--- src/rtl/srl_hs_fifo.sv ---
// Shift-register FIFO with an ap_fifo-style handshake.
// Tracks occupancy, registers the full/empty/almost-full flags, and supports a synchronous flush.
// The data array has no reset, so synthesis can still map it onto SRL primitives.
module srl_hs_fifo #(
  parameter int unsigned DATA_WIDTH = 1,
  parameter int unsigned DEPTH      = 2,
  parameter int unsigned ADDR_WIDTH = 1,
  parameter int unsigned AF_MARGIN  = 1
) (
  input  logic                  clk,
  input  logic                  reset,
  input  logic                  flush,
  input  logic                  if_write_ce,
  input  logic                  if_write,
  input  logic [DATA_WIDTH-1:0] if_din,
  output logic                  if_full_n,
  input  logic                  if_read_ce,
  input  logic                  if_read,
  output logic [DATA_WIDTH-1:0] if_dout,
  output logic                  if_empty_n,
  output logic                  almost_full,
  output logic [ADDR_WIDTH:0]   count
);

  localparam int unsigned         AfLevel  = DEPTH - AF_MARGIN;
  localparam logic [ADDR_WIDTH:0] DepthC   = DEPTH[ADDR_WIDTH:0];
  localparam logic [ADDR_WIDTH:0] AfLevelC = AfLevel[ADDR_WIDTH:0];
  localparam logic [ADDR_WIDTH:0] CountOne = 1;
  localparam logic [ADDR_WIDTH-1:0] AddrOne = 1;

  logic [DATA_WIDTH-1:0] srl_q [DEPTH];
  logic [DATA_WIDTH-1:0] srl_d [DEPTH];

  logic [ADDR_WIDTH:0]   count_q, count_d;
  logic                  empty_n_q, empty_n_d;
  logic                  full_n_q, full_n_d;
  logic                  af_q, af_d;

  logic                  wr_acc;
  logic                  rd_acc;
  logic [ADDR_WIDTH-1:0] rd_addr;

  // Handshake qualification: a write while full or a read while empty is dropped.
  always_comb begin
    wr_acc = if_write & if_write_ce & full_n_q;
    rd_acc = if_read & if_read_ce & empty_n_q;
  end

  // Shift new data in at entry 0. Older entries move toward higher indices.
  always_comb begin
    for (int i = 0; i < DEPTH; i++) begin
      srl_d[i] = srl_q[i];
    end
    if (wr_acc) begin
      srl_d[0] = if_din;
      for (int i = 1; i < DEPTH; i++) begin
        srl_d[i] = srl_q[i-1];
      end
    end
  end

  // The storage has no reset, which keeps the array SRL-inferable.
  always_ff @(posedge clk) begin
    for (int i = 0; i < DEPTH; i++) begin
      srl_q[i] <= srl_d[i];
    end
  end

  // Next occupancy. Flush overrides both accepted write and accepted read.
  always_comb begin
    count_d = count_q;
    unique case ({wr_acc, rd_acc})
      2'b10:   count_d = count_q + CountOne;
      2'b01:   count_d = count_q - CountOne;
      default: count_d = count_q;
    endcase
    if (flush) begin
      count_d = '0;
    end
  end

  // Flags are computed from the next count, so they change on the same edge as count.
  always_comb begin
    empty_n_d = (count_d != '0);
    full_n_d  = (count_d != DepthC);
    af_d      = (count_d >= AfLevelC);
  end

  // Occupancy and flag registers. Reset clears them asynchronously.
  always_ff @(posedge clk or posedge reset) begin
    if (reset) begin
      count_q   <= '0;
      empty_n_q <= 1'b0;
      full_n_q  <= 1'b1;
      af_q      <= 1'b0;
    end else begin
      count_q   <= count_d;
      empty_n_q <= empty_n_d;
      full_n_q  <= full_n_d;
      af_q      <= af_d;
    end
  end

  // The head is the oldest entry, at count-1. The address is clamped to 0 when the FIFO is empty.
  always_comb begin
    rd_addr = '0;
    if (count_q != '0) begin
      rd_addr = count_q[ADDR_WIDTH-1:0] - AddrOne;
    end
  end

  // Drive the output ports from the registered state and the head entry.
  always_comb begin
    if_dout     = srl_q[rd_addr];
    if_empty_n  = empty_n_q;
    if_full_n   = full_n_q;
    almost_full = af_q;
    count       = count_q;
  end

  // Structural invariants of the occupancy state.
  a_count_bound : assert property (@(posedge clk) disable iff (reset) count_q <= DepthC);
  a_flags_sane  : assert property (@(posedge clk) disable iff (reset) full_n_q | empty_n_q);
  a_empty_match : assert property (@(posedge clk) disable iff (reset)
                                   empty_n_q == (count_q != '0));

endmodule

--- config.mk ---
export PLATFORM = sky130hd
export DESIGN_NAME = srl_hs_fifo
export DESIGN_NICKNAME = d
export VERILOG_FILES = /design/src/rtl/srl_hs_fifo.sv
export SDC_FILE = /design/constraint.sdc
export NUM_CORES = 1
export LEC_CHECK = 0
export BUFFER_PORTS_ARGS = -buffer_cell sky130_fd_sc_hd__buf_4
export CAP_MARGIN = 20
export CORE_AREA = 2 2 39 41
export DETAILED_ROUTE_END_ITERATION = 6
export DIE_AREA = 0 0 41 43
export GPL_TIMING_DRIVEN = 0
export PLACE_DENSITY_LB_ADDON = 0.2
export SYNTH_ARGS = -nofsm -noshare
export SYNTH_HDL_FRONTEND = slang
export SYNTH_SLANG_ARGS = --single-unit
--- constraint.sdc ---
create_clock -name clk -period 1.7 [get_ports clk]
set_clock_uncertainty 0.1 [all_clocks]
set_input_delay 0.17 -clock clk [delete_from_list [all_inputs] [get_ports clk]]
set_output_delay 0.17 -clock clk [all_outputs]
set_load 0.02 [all_outputs]
After elaboration in Yosys (flattened, before gate mapping)
Memories as Yosys holds them, arrays and structs flattened.
Index checks and enable logic that the tools add are counted.
- bits in read-only memories: 0
- register bits after elaboration: 5
- input port bits: 8
- output and inout bits: 6
- latch bits: 0
- memories: 1
- memory bits (writable): 2
- logic and storage cells: 23
- memory list (memory ; depth ; width ; rd ports ; clocked after Yosys merged registers in ; wr ports ; line ; source):
    srl_q ; 2 ; 1 ; 2 ; 0 ; 2 ; 31 ; logic [DATA_WIDTH-1:0] srl_q [DEPTH];
- reductions and logical operators: 2
- equal/unequal tests: 4
- add/sub/neg operators: 3
- $lt $le $gt $ge: 1
- bitwise operators: 4
- muxes and demuxes: 4
- $mul: 0
- shift operators: 0
- divide/modulo/power cells: 0
- operators by type and width (kind ; number):
    1-bit AND ; 4
    2-bit 2-to-1 mux ; 2
    2-bit case mux with 2 select lines ; 1
    2-bit nonzero test ; 2
    2-bit by 1-bit adder with 2-bit output, second input constant ; 1
    2-bit by 1-bit == test with 1-bit output, second input constant ; 1
    2-bit == test, second input constant ; 1
    2-bit by 1-bit greater-or-equal comparator with 1-bit output, second input constant ; 1
    2-bit != test, second input constant ; 1
    2-bit by 1-bit subtractor with 2-bit output, second input constant ; 1
    1-bit 2-to-1 mux ; 1
    1-bit != test, second input constant ; 1
    1-bit subtractor, second input constant ; 1

Longest topological paths before layout
- word-level depth: 6
- depth in mapped cells: 6
- depth with buffers taken out: 6

Least setup slack after synthesis
No wires, ideal clock.
- path type: register to register
- from: register full_n_q (netlist: if_full_n)
- to: register af_q (netlist: almost_full)
- stages on the path, launching flop included: 7
- arrival time: 1.721 ns
- path buffers: 0
- data required time: 1.496 ns
- library setup time: 0.104 ns
- setup slack: -0.225 ns
- clock period less this slack: 1.925 ns
- cell sequence: dfstp_2 -> and3_1 -> inv_1 -> ha_1 -> nor2b_1 -> a21o_1 -> a221oi_1
- longest elaborated chain between the ends: 5
- elaborated cells between the ends (all ways): 6
- classes of those cells: 1 x order compare; 2 x eq/ne; 2 x mux; 1 x bitwise
- ends and longest elaborated chain (what ; line ; source):
    start: declaration ; 36 ; logic full_n_q, full_n_d;
    start signal: assignment ; 99 ; full_n_q <= full_n_d;
    1-bit AND (*) ; 45 ; wr_acc = if_write & if_write_ce & full_n_q;
    2-bit by 1-bit == test with 1-bit output / 2-bit == test (equally long branches) ; 72 ; unique case ({wr_acc, rd_acc})
    2-bit case mux with 2 select lines (*) ; 72 ;
    2-bit 2-to-1 mux (*) ; 77 ; if (flush) begin
    2-bit by 1-bit greater-or-equal comparator with 1-bit output (*) ; 86 ; af_d = (count_d >= AfLevelC);
    via af_d ; 37 ; logic af_q, af_d;
    end signal: assignment ; 95 ; af_q <= 1'b0;
    end signal: assignment ; 100 ; af_q <= af_d;
    end: declaration ; 37 ;
Mark *: on every way through the listed nets, which the timed path passes. The rest lies on a longest branch.

Worst setup path after layout
Same ends and word-level chain as after synthesis.

==> flow_summary.yaml <==
drt:
  drc: 0
  drt_iter0_markers: 3
  antenna_left: 0
  vias: 295
  routedWlPerCell_um: 10.9
  viasPerCell: 4.34
  routed_wirelength_um: 738
  dr.pass1.iters: 2
sta:
  fmax_mhz: 590
  rsz0062_at_grt: "true"
  fin_ws_ps: 4.74
  fin_crit_sh_pct: 99.7
  period_needed_ps: 1700
  worst_pin_slew_ps: 283
  maxSlewHeadroom_pct: 81.1
  hold_viol_final: 0
  slew_viol_final: 0
  fin_tns_setup_ps: 0
  finalSetupViolCount: 0
logic_synthesis:
  ys_ff_latch: 6
  syn_area_um2: 320
  synthFlopType: "dfrtp_1"
  ys_top_cells_by_area: "dfrtp_1 (23%), edfxtp_1 (19%), dfstp_2 (8.2%)"
  yosys_warnings: 0
  yosysMostFrequentCell: "inv_1"
  synth_commonest_cells: "inv_1 (4), dfrtp_1 (3), and3_1 (2), edfxtp_1 (2)"
  syn_inst: 30
  avgSynthCellArea_um2: 10.7
  synth.distinct_cells: 23
  yosys.area.top_type: "dfrtp_1"
  seq_area_frac_synth_pct: 50.4
  synth_enable_flop_cells: 2
  synth_top_area_share_pct: 23.4
  syn_nets: 39
  synthArstFlopShare_pct: 66.7
grt:
  grt_max_degree: 7
  grt_first_pass_wirelength_mm: 1.20
  grt_usage_pct: 10.4
  grt_pass1_vias: 300
  antenna_found_initial: 0
  grt_overflow_total: 0
worst_setup_path:
  end_kind: "flop"
  cp.arrival_ps: 1740
  required_ps: 1750
  worst_path_largest_cell_delay_ps: 530
  path_buf_inv: 1
  startpoint_type: "flop"
  cp_max_fo: 3
  cp_top_family: "flip-flops"
  worstSetupPathType: "flop to flop"
  cp_cell_sequence: "and3_4, inv_2, ha_4, nor2b_4, a21o_1, a221oi_2"
  cp_slowest_cell: "dfstp_2"
place:
  gp_congestion: 0.760
  place_ws_ps: -17.6
  port_buffers: 13
  dp_cells: 59
clocking:
  max-clock-path-buffers: 2
  path_clk_slew_ps: 50
  clock_sinks: 6
  cts-buffers-inserted: 3
  cts_tree: "done"
  worstSkewPairLatency_ps: 250
  htree_levels: 1
  root_buffer: "clkbuf_4"
layout:
  finalNetCount: 62
  diodes: 0
  drive_gt1_share_pct: 50.0
  area_delta_synth_final_pct: 68.7
  instances_no_fill: 68
floorplanning:
  row_count: 14
  die_area_um2: 1760
  die_height_um: 43
  initial_core_util_pct: 23.1
  die_width_um: 41
  io_pins: 14
  fp.coreArea_um2: 1380
power:
  finalPower_mw: 0.435
  power_density_nw_per_um2: 804
  leakagePower_nw: 0.252
  ir_drop_uv: 407
worst_hold_path:
  hold_path.class: "primary input to asynchronous set/reset pin"
run:
  cap_violations: 0
run_status:
  outcome: "completed"
[path summary, 6_finish.rpt]
check / start / slack [ps] / end / depth (start not counted)
worst max register to register: if_full_n$_DFF_PP1_ / 5 / almost_full$_DFF_PP0_ / 6
worst max-delay path: if_full_n$_DFF_PP1_ / 5 / almost_full$_DFF_PP0_ / 6
worst min register to register: srl_q[0]$_DFFE_PN_ / 470 / srl_q[1]$_DFFE_PN_ / 1
min in group clk: if_write / 310 / srl_q[1]$_DFFE_PN_ / 3
worst min-delay path: reset / 260 / count[1]$_DFF_PP0_ / 3
max in group asynchronous: reset / 1020 / if_full_n$_DFF_PP1_ / 3
[per-layer routing]
metal	track usage, %	vias to the layer above	routed length [um]
li1	-	147	-
met1	11.2	142	274
met2	15.9	6	432
met3	3.14	0	30
met4	8.00	0	0
met5	0	-	0
[flip-flops by register name (all words and copies together) (netlist names)]
register     flops
count            2
srl_q            2
almost_full      1
if_full_n        1
[power breakdown]
group / total [mW] / leakage (nW) / internal, mW / switching (mW)
Clock: 0.144 / 0.0150 / 0.0891 / 0.0544
Sequential: 0.174 / 0.0696 / 0.161 / 0.0123
Combinational: 0.118 / 0.167 / 0.0659 / 0.0517
[logic make-up after synthesis]
group	after synthesis	synth area share (%)
fa+ha+maj	1	3.91
compound gates	6	13.3
simple gates	11	22.7
xor+xnor	1	2.73
flops	6	50.4
buf+inv	5	7.03
[tightest hold or removal path, stage by stage]
cell and delay [ps]:
dlygate4sd3_1 530, buf_4 130, inv_1 120
[cells in the final DEF (no fill, tap or decap)]
cell | netlist | layout
a31oi_1 | 1 | 1
a221oi_2 | 0 | 1
clkbuf_1 | 0 | 1
and3_4 | 0 | 1
nor3_1 | 1 | 1
a21o_1 | 1 | 1
edfxtp_1 | 2 | 2
and2_1 | 1 | 1
inv_2 | 0 | 1
ha_4 | 0 | 1
nor2b_4 | 1 | 2
nand2_1 | 1 | 1
clkbuf_4 | 0 | 3
and3_1 | 2 | 1
dfstp_2 | 1 | 1
buf_4 | 1 | 16
nand3b_1 | 1 | 1
o31ai_1 | 1 | 1
o211ai_1 | 1 | 1
inv_1 | 4 | 3
nor3b_1 | 1 | 1
nor2_1 | 1 | 1
dlygate4sd3_1 | 0 | 3
xnor2_1 | 1 | 1
dfrtp_1 | 3 | 3
or2_1 | 1 | 1
o21ai_1 | 1 | 1
[through the flow]
step	utilization, %	cell area (um^2)	hold slack [ps]
floorplan	-	344	-165
global placement	33.4	462	-37.4
CTS	38.0	526	250
finish	39.1	541	256
detailed placement	33.4	462	-36.0
global route	39.1	541	284
[area by class of cell]
| type | count | area [um^2] |
|---|---|---|
| Buffer | 1 | 7.51 |
| Clock buffer | 4 | 26.3 |
| Fill cell | 147 | 843 |
| Inverter | 4 | 15.0 |
| Multi-Input combinational cell | 19 | 168 |
| Sequential cell | 6 | 161 |
| Tap cell | 16 | 20.0 |
| Timing Repair Buffer | 18 | 143 |
[timing repair]
item                       4_1_cts  5_1_grt
gates resized for setup          0        2
hold endpoints to repair         6        0
hold buffers                     3        0
setup endpoints to repair        1        2
setup buffers                    1        1
pin swaps                        1        1
(Power assumes the default switching activity.)
